[config.mk]
export PLATFORM = sky130hd
export DESIGN_NAME = pb_release_db
export DESIGN_NICKNAME = d
export VERILOG_FILES = /design/src/rtl/pb_release_db.sv
export SDC_FILE = /design/constraint.sdc
export NUM_CORES = 1
export LEC_CHECK = 0
export BUFFER_PORTS_ARGS = -buffer_cell sky130_fd_sc_hd__clkbuf_2
export CORE_ASPECT_RATIO = 1.75
export CORE_MARGIN = 4
export CORE_UTILIZATION = 61
export DETAILED_ROUTE_END_ITERATION = 6
export PLACE_DENSITY = 0.8
export REMOVE_ABC_BUFFERS = 1
export SYNTH_ARGS = -nofsm -noshare
export SYNTH_HDL_FRONTEND = slang
export SYNTH_SLANG_ARGS = --single-unit
[constraint.sdc]
create_clock -name clk -period 2.3 [get_ports clk]
set_input_delay 0.345 -clock clk [delete_from_list [all_inputs] [get_ports clk]]
set_output_delay 0.345 -clock clk [all_outputs]
set_load 0.03 [all_outputs]
[src/rtl/pb_release_db.sv]
// pb_release_db: debounced active-low push-button with release, long-press and level outputs
// Ports: clk system clock; rst_n sync active-low reset; PB raw button (0 = pressed, async);
//        released one-cycle pulse on accepted release; pb_pressed debounced level;
//        long_press one-cycle pulse once the hold reaches LONG_CLKS.
module pb_release_db #(
  parameter int DEBOUNCE_CLKS = 1000000,
  parameter int LONG_CLKS = 50000000
) (
  input  logic clk,
  input  logic rst_n,
  input  logic PB,
  output logic released,
  output logic pb_pressed,
  output logic long_press
);
  localparam int DW = $clog2(DEBOUNCE_CLKS) + 1;
  localparam int HW = $clog2(LONG_CLKS) + 1;
  localparam logic [DW-1:0] DB_LAST = DW'(DEBOUNCE_CLKS - 1);
  localparam logic [HW-1:0] H_LAST = HW'(LONG_CLKS - 1);
  typedef enum logic [2:0] {IDLE, PRESS_DB, HELD, LONG_HELD, REL_DB} state_t;
  state_t st;
  logic s1, pb_sync, lng;
  logic [DW-1:0] db;
  logic [HW-1:0] hold;
  logic diff, accept, run, hit;
  // pb_sync is active-low while pb_pressed is active-high, so equality means "differs from accepted level"
  assign diff = pb_sync == pb_pressed;
  assign accept = diff && db == DB_LAST;
  // hold counter runs from press acceptance until it saturates at LONG_CLKS
  assign run = (st == HELD || st == REL_DB) && !lng;
  assign hit = run && hold == H_LAST;
  always_ff @(posedge clk) begin
    if (!rst_n) begin
      s1 <= 1'b1;
      pb_sync <= 1'b1;
      st <= IDLE;
      db <= '0;
      hold <= '0;
      lng <= 1'b0;
      released <= 1'b0;
      pb_pressed <= 1'b0;
      long_press <= 1'b0;
    end else begin
      s1 <= PB;
      pb_sync <= s1;
      db <= (diff && !accept) ? db + 1'b1 : '0;
      released <= 1'b0;
      long_press <= hit;
      if (run) hold <= hold + 1'b1;
      if (hit) lng <= 1'b1;
      case (st)
        IDLE: if (!pb_sync) st <= PRESS_DB;
        PRESS_DB:
          if (pb_sync) st <= IDLE;
          else if (accept) begin
            st <= HELD;
            pb_pressed <= 1'b1;
            hold <= '0;
          end
        HELD: if (pb_sync) st <= REL_DB; else if (hit) st <= LONG_HELD;
        LONG_HELD: if (pb_sync) st <= REL_DB;
        REL_DB:
          if (!pb_sync) st <= (lng || hit) ? LONG_HELD : HELD;
          else if (accept) begin
            st <= IDLE;
            released <= 1'b1;
            pb_pressed <= 1'b0;
            lng <= 1'b0;
          end
        default: st <= IDLE;
      endcase
    end
  end
endmodule

==> impl_metrics.tcl, run 1 <==
set metrics [dict create \
    finalHoldViolations 0 \
    hp-start "PB" \
    holdWs_ps 196 \
    met3_usage_pct 6.10 \
    yosysSeqAreaShare_pct 42.7 \
    post_drt_wl_per_cell_um 14.0 \
    post_cts_buffers 0 \
    endpoint_kind "flip-flop" \
    cts.sinks 57 \
    grtUsageTotal_pct 21.8 \
    ios 6 \
    grtUsageMet2_pct 39.9 \
    tns_ps 0 \
    grt_pass1_wl_um 9210 \
    final_common_cell "nor2_1" \
    cts.clk_slew.worst_paths_ps 60 \
    cts_resized 0 \
    start_util_pct 63.8 \
    drt_iter0_drc 72 \
    ctsHoldBuffers 0 \
    required_ps 2520 \
    async_reset_ff_share_pct 0 \
    postRouteWirelength_um 5330 \
    rsz0062_at_grt "no" \
    root_buffer "clkbuf_8" \
    rr_worst_depth 6 \
    reg2reg_from "db[2]" \
    critPathKind "flip-flop to flip-flop" \
    n_antenna_cell 0 \
    slew_viol_final 0 \
    skew_ps 6.90 \
    fillers 333 \
    multi_input_area_sq_um 1440 \
    post-route-min-period_ps 1970 \
    netlist_instances 316 \
    grt_max_degree 28 \
    syn_area_per_cell_sq_um 8.46 \
    final-setup-viol-count 0 \
    routed-via-count 2217 \
    portBuffers 5 \
    synth_compound_area_share_pct 4.07 \
    avgViaCountPerCell 5.80 \
    power_density_nw_per_um2 663 \
    r2r_setup_slack_ps 330 \
    area_delta_synth_final_pct 10.9 \
    die_w_um 58.0 \
    syn-cell-area_sq_um 2670 \
    synth-seq-cells 57 \
    worst-endpoint-arrival_ps 2200 \
    stdcell_count 382 \
    core_sq_um 4190 \
    cts_made_buffers 9 \
    die-area_sq_um 5550 \
    synth_ff_type "dfxtp_1" \
    mostFrequentLayoutCells "61 x nor2_1, 57 x dfxtp_1, 33 x xnor2_1" \
    num_rows 31 \
    drive_gt1_share_pct 9.91 \
    yosys.cell_types.count 36 \
    holdPathEnd "s1" \
    hp-class "input pin to flip-flop" \
    synthSimpleGateAreaFrac_pct 32.7 \
    synth_top_family_by_area "simple AND/OR/NAND/NOR gates" \
    muxShareOfSynthArea_pct 0.374 \
    r2r-end "hold[9]" \
    tritoncts "yes" \
    yosys.area.top_type_share_pct 42.7 \
    crit_fanout 27 \
    synth_xor_area_share_pct 15.7 \
    busiest_layer "met2" \
    startpoint_type "flip-flop" \
    synth_fa_ha_area_share_pct 0.936 \
    relSlewSlack_pct 67.9 \
    overflow 0 \
    maxCapViolCount 0 \
    tightest_slew_ps 478 \
    clockBufferDepth 2 \
    detail-route-antenna-nets 0 \
    drc 0 \
    htree_levels 3 \
    antenna_found_initial 0 \
    max_freq_mhz 507 \
    nNetsFinal 333 \
    ys_warn_count 0 \
    worstHoldPathCells 2 \
    leakage_uw 0.000952 \
    fin_util_pct 70.8 \
    total_power_uw 1970 \
    grt_pass1_vias 2193 \
    firstDrtPassIters 4 \
    status "completed" \
    placedCellCount 366 \
    grt_util_met1_pct 20.5 \
    die_h_um 95.6 \
    clock_latency_ps 330 \
    yosysTopAreaCell "dfxtp_1" \
    max-vdd-ir-drop_mv 0.649 \
    period_share_pct 85.8 \
    ff_latch_area_sq_um 1140 \
    synth.area.top_cells "dfxtp_1 43%, xnor2_1 11%, nor2_1 8.6%" \
    hpwl_um 3710 \
    gp_congestion 0.862 \
    synth_edf_count 0 \
]
-- kinds of logic (layout without fill, tap and decap cells) --
family,Yosys count,in the layout
xor gates and xnor gates,48,48
buffers and inverters,20,37
AOI/OAI and AO/OA,15,15
and+or+nand+nor,173,173
DFF,57,57
adders and majority gates,2,2
muxes,1,1
-- final cells by class --
cell class | count | share of cell area (%)
Multi-Input combinational cell | 239 | 48.5
Sequential cell | 57 | 38.5
Clock buffer | 14 | 6.16
Timing Repair Buffer | 14 | 3.54
Tap cell | 49 | 2.07
Inverter | 7 | 0.886
Clock inverter | 2 | 0.338
-- metal layers --
metal / part of all wire, % / wire (um) / vias up
met5: 0 / 0 / -
met4: 2.2 / 117 / 0
met3: 3.2 / 172 / 11
met2: 56 / 2990 / 51
met1: 38 / 2050 / 1050
li1: - / - / 1105
-- how the worst max path moves through the flow --
stage	from	to	slack, ps
after floorplan	db[14]	hold[0]	200
after global placement	db[2]	hold[10]	390
after detailed placement	db[14]	hold[7]	360
after CTS	db[2]	hold[7]	340
after global routing	db[2]	hold[6]	190
final	db[2]	hold[9]	330
-- flip-flops by register name (all words and copies together) (netlist names) --
name,count
lng,1
released,1
hold,27
long_press,1
db,21
st,3
pb_pressed,1
pb_sync,1
s1,1
-- synthesized netlist by cell type, drive strengths merged (2+ instances only) --
library cell / n
and3: 5
clkbuf: 8
nor2b: 2
a21oi: 4
nor4bb: 2
nand4: 9
inv: 7
dfxtp: 57
buf: 5
xnor2: 33
nor2: 61
or3: 2
nand3: 23
xor2: 15
o21ai: 4
nand2b: 5
nor4: 14
nand2: 25
and4: 6
ha: 2
nor3: 11
nor4b: 3
-- per-stage QoR --
stage	cell area, sq um	worst slack, ps
2_1_floorplan	2610	202
5_1_grt	2970	188
6_report	2970	327
3_5_place_dp	2770	364
4_1_cts	2970	345
3_3_place_gp	2770	394
-- power by group --
part / internal, uW / switching [uW] / total [uW]
logic: 37.8 / 48.2 / 86.0
clock network: 505 / 371 / 876
registers: 995 / 9.62 / 1000
total: 1540 / 429 / 1970
-- worst max-delay path, cell delays in order (launching register included) --
cell     delay [ps]
dfxtp_1         440
and4_1          300
nand3_1         160
or3_4           420
o31ai_4         260
buf_12          210
nor2_1           60
Note: power is estimated with default switching activity, not from simulation.
==> run 2, diff against run 1 <==
--- a/config.mk
+++ b/config.mk
@@ -5,7 +5,7 @@
 export SDC_FILE = /design/constraint.sdc
 export NUM_CORES = 1
 export LEC_CHECK = 0
-export BUFFER_PORTS_ARGS = -buffer_cell sky130_fd_sc_hd__clkbuf_2
+export BUFFER_PORTS_ARGS = -buffer_cell sky130_fd_sc_hd__buf_2
 export CORE_ASPECT_RATIO = 1.75
 export CORE_MARGIN = 4
 export CORE_UTILIZATION = 61
==> run 2 against run 1 <==
Net effect: worst setup slack worse by 100 ps; core utilization down 0.90 points; global-route usage hardly changed; critical path depth did not move; combinational power is 18% lower; die area unchanged; cell area shrank 1.3%; clock power fell by 8.6%; clock skew shrank 3.7 ps; maximum frequency fell by 4.8%; sequential share of layout area rose by 0.49 points; critical path type unchanged; critical endpoint is now st[0]; largest power group unchanged; highest routed layer unchanged.
==> impl_metrics.tcl, run 2 (synthesis gave the netlist of run 1 again) <==
set metrics [dict create \
    drc 0 \
    leakage_uw 0.000920 \
    fin_util_pct 69.9 \
    critPathMaxStageDelay_ps 530 \
    required_ps 2520 \
    firstDrtPassIters 4 \
    drt_iter0_drc 78 \
    power_density_nw_per_um2 644 \
    start_util_pct 63.8 \
    path_depth 6 \
    status "completed" \
    worst-endpoint-arrival_ps 2290 \
    skew_ps 3.15 \
    top_regs "hold: 27 flops, db: 21 flops, st: 3 flops" \
    top_register "hold" \
    portBuffers 5 \
    avgViaCountPerCell 5.62 \
    final-setup-viol-count 0 \
    die_w_um 58.0 \
    relSlewSlack_pct 68.4 \
    die-area_sq_um 5550 \
    postRouteWirelength_um 5160 \
    final_common_cell "nor2_1" \
    crit_fanout 12 \
    tightest_slew_ps 473 \
    cts.clk_slew.worst_paths_ps 60 \
    crit_family "flip-flops" \
    post_drt_wl_per_cell_um 13.6 \
    num_rows 31 \
    core_sq_um 4190 \
    clock_latency_ps 340 \
    period_share_pct 90.1 \
    ios 6 \
    critPathKind "flip-flop to flip-flop" \
    area_delta_synth_final_pct 9.50 \
    path_cells "xor2_1 -> nand4_1 -> buf_4 -> nor3_1 -> o21bai_1 -> mux2i_1" \
    detail-route-antenna-nets 0 \
    cp_num_buf_inv 1 \
    grt_pass1_vias 2163 \
    slew_viol_final 0 \
    met3_usage_pct 6.50 \
    total_power_uw 1880 \
    overflow 0 \
    post_cts_buffers 0 \
    worstHoldPathCells 2 \
    cts.sinks 57 \
    nNetsFinal 331 \
    root_buffer "clkbuf_8" \
    htree_levels 3 \
    clockBufferDepth 2 \
    max_freq_mhz 482 \
    grtUsageMet2_pct 39.3 \
    startpoint_type "flip-flop" \
    grt_util_met1_pct 20.8 \
    rsz0062_at_grt "no" \
    max-vdd-ir-drop_mv 0.498 \
    hpwl_um 3560 \
    tritoncts "yes" \
    grt_max_degree 28 \
    maxCapViolCount 0 \
    grtUsageTotal_pct 21.8 \
    n_antenna_cell 0 \
    finalHoldViolations 0 \
    routed-via-count 2129 \
    crit_slowest_cell "dfxtp_1" \
    gp_congestion 0.802 \
    cts_resized 0 \
    antenna_found_initial 0 \
    tns_ps 0 \
    largest_reg_flops 27 \
    endpoint_kind "flip-flop" \
    die_h_um 95.6 \
    rr_worst_depth 6 \
    holdWs_ps 189 \
    hp-class "input pin to flip-flop" \
    busiest_layer "met2" \
    drive_gt1_share_pct 9.39 \
    mostFrequentLayoutCells "61 x nor2_1, 57 x dfxtp_1, 33 x xnor2_1" \
    grt_pass1_wl_um 9110 \
    cts_made_buffers 9 \
    ctsHoldBuffers 0 \
    post-route-min-period_ps 2070 \
]
## run 2: layout make-up
type                       count  area, sq um
multi-input combinational    239         1440
fill                         351         1260
sequential                    57         1140
clock buffer                  10          138
timing repair buffer          12         90.1
tap                           49         61.3
clock inverter                 5         32.5
inverter                       7         26.3
## run 2: final timing paths
path,to,slack [ps],from
worst max-delay path,st[0],230,st[2]
worst min-delay path,s1,190,PB
worst max register to register,st[0],230,st[2]
worst min register to register,pb_sync,430,s1
## run 2: per-layer routing
| layer | wire, um | part of all wire (%) |
|---|---|---|
| met5 | 0 | 0 |
| met4 | 162 | 3.1 |
| met3 | 159 | 3.1 |
| met2 | 2830 | 55 |
| met1 | 2000 | 39 |
## run 2: power breakdown
group | internal [uW] | leakage, uW | switching [uW]
Clock | 408 | 0.0000802 | 393
Combinational | 31.7 | 0.000381 | 38.9
Sequential | 995 | 0.000460 | 18.1
## run 2: metrics by stage
step | area [sq um] | worst slack (ps) | instances
3_5_place_dp | 2760 | 264 | 364
2_1_floorplan | 2610 | 202 | 303
3_3_place_gp | 2760 | 317 | 364
4_1_cts | 2930 | 225 | 379
5_1_grt | 2930 | 52.0 | 379
6_report | 2930 | 227 | 379
==> run 3, diff against run 2 <==
--- a/config.mk
+++ b/config.mk
@@ -5,7 +5,7 @@
 export SDC_FILE = /design/constraint.sdc
 export NUM_CORES = 1
 export LEC_CHECK = 0
-export BUFFER_PORTS_ARGS = -buffer_cell sky130_fd_sc_hd__buf_2
+export BUFFER_PORTS_ARGS = -buffer_cell sky130_fd_sc_hd__buf_4
 export CORE_ASPECT_RATIO = 1.75
 export CORE_MARGIN = 4
 export CORE_UTILIZATION = 61
==> run 3 against run 2 <==
Net effect: sequential power barely moved; worst setup slack got worse by 40 ps; hold slack improved by 18 ps; non-clock buffer count rose by 2; power rose by 6.3%; combinational power rose by 24%.
==> impl_metrics.tcl, run 3 (synthesis gave the netlist of run 1 again) <==
set metrics [dict create \
    dpl_worst_slack_ps 149 \
    slew_viol_final 0 \
    rsz0062_at_grt "no" \
    antenna_found_initial 0 \
    nNetsFinal 333 \
    final_common_cell "nor2_1" \
    clock_latency_ps 340 \
    firstDrtPassIters 4 \
    p_sw_uw 449 \
    post-route-min-period_ps 2110 \
    start_util_pct 63.8 \
    critical_path.endpoint "st[0]" \
    die_w_um 58.0 \
    drt_iter0_drc 92 \
    r2r_setup_slack_ps 190 \
    startpoint_type "flip-flop" \
    post_drt_wl_per_cell_um 13.3 \
    period_share_pct 91.8 \
    crit_slowest_cell "dfxtp_1" \
    hp-class "input pin to flip-flop" \
    post_dp_cell_area_sq_um 2760 \
    n_antenna_cell 0 \
    reg2reg_from "st[2]" \
    required_ps 2510 \
    status "completed" \
    gp_congestion 0.827 \
    mostFrequentLayoutCells "61 x nor2_1, 57 x dfxtp_1, 33 x xnor2_1" \
    rr_worst_depth 6 \
    core_sq_um 4190 \
    ios 6 \
    maxCapViolCount 0 \
    combPwrFrac_pct 4.4 \
    crit_fanout 12 \
    p_int_uw 1550 \
    critPathMaxStageDelay_ps 530 \
    final-setup-viol-count 0 \
    crit_start "st[2]" \
    postRouteWirelength_um 5090 \
    cts.sinks 57 \
    max_freq_mhz 473 \
    max-vdd-ir-drop_mv 0.620 \
    grtUsageTotal_pct 21.5 \
    cp_num_buf_inv 1 \
    grt_max_degree 28 \
    skew_ps 4.56 \
    ctsHoldBuffers 0 \
    num_rows 31 \
    pwr-share-seq_pct 50.2 \
    worst-endpoint-arrival_ps 2330 \
    crit_family "flip-flops" \
    cts_made_buffers 9 \
    fin_ws_ps 188 \
    hpwl_um 3560 \
    leakage_uw 0.000953 \
    top_register "hold" \
    switching_share_pct 22.4 \
    fillers 335 \
    grt_pass1_wl_um 8950 \
    drive_gt1_share_pct 10.2 \
    root_buffer "clkbuf_8" \
    path_depth 6 \
    cts_resized 0 \
    htree_levels 3 \
    tightest_slew_ps 461 \
    drc 0 \
    power_density_nw_per_um2 672 \
    top_regs "hold: 27 flops, db: 21 flops, st: 3 flops" \
    tritoncts "yes" \
    r2r-end "st[0]" \
    critPathKind "flip-flop to flip-flop" \
    routed-via-count 2146 \
    overflow 0 \
    pwr-share-clk_pct 45.5 \
    avgViaCountPerCell 5.62 \
    portBuffers 5 \
    relSlewSlack_pct 69.2 \
    die_h_um 95.6 \
    die-area_sq_um 5550 \
    endpoint_kind "flip-flop" \
    finalHoldViolations 0 \
    clockBufferDepth 2 \
    cts.clk_slew.worst_paths_ps 60 \
    finalInstanceArea_sq_um 2980 \
    path_cells "xor2_1 -> nand4_1 -> buf_4 -> nor3_1 -> o21bai_1 -> mux2i_1" \
    area_delta_synth_final_pct 11.5 \
    detail-route-antenna-nets 0 \
    tns_ps 0 \
    largest_reg_flops 27 \
    grt_pass1_vias 2128 \
]
## run 3: changes by cell type in the layout (fill, tap and decap cells not counted), sizes merged
cell,previous run,this run
buf,12,14
bufinv,0,1
clkinv,2,4
clkinvlp,3,1
## run 3: final cells by class
type	count	area, sq um	area share, %
flip-flops and latches	57	1140	38.3
multi-input cells	239	1440	48.3
repair buffers	14	118	3.95
clock inverters	6	57.6	1.93
clock buffers	10	138	4.62
inverters	7	26.3	0.882
well taps	49	61.3	2.06
## run 3: per-stage QoR
| step | total power [uW] | utilization (%) | hold WS, ps | cells |
|---|---|---|---|---|
| 6_report | 2000 | 71.1 | 207 | 382 |
| 5_1_grt | 2080 | 71.1 | 225 | 382 |
| 4_1_cts | 2030 | 70.6 | 190 | 379 |
| 3_5_place_dp | 1110 | 65.9 | 395 | 363 |
| 3_3_place_gp | 1110 | 65.9 | 392 | 363 |
| 2_1_floorplan | 1080 | - | 386 | 303 |
## run 3: power by group through the flow
stage | sequential, uW | combinational, uW | clock [uW]
2_1_floorplan | 1030 | 50.4 | 0
3_3_place_gp | 1030 | 85.4 | 0
3_5_place_dp | 1030 | 86.9 | 0
4_1_cts | 1000 | 87.4 | 936
5_1_grt | 1010 | 98.2 | 972
6_report | 1010 | 87.6 | 911
## run 3: routing by layer
layer  wire length, um  global-route usage [%]  vias up
met4               214                    15.1        0
met5                 0                       0        -
met2              2750                    39.5       33
met3               158                    5.96       19
met1              1970                    19.6      992
li1                  -                       -     1102
## run 3: worst min-delay path by stage
stage,depth (start not counted),from,to
CTS,2,PB,s1
floorplan,1,s1,pb_sync
finish,2,PB,s1
global route,2,PB,s1
detailed placement,1,s1,pb_sync
global placement,1,s1,pb_sync
## run 3: timing repair
item / in CTS / in global routing
setup endpoints to repair: 0 / 4
endpoints found under the hold margin: 0 / 0
setup buffers: 0 / 3
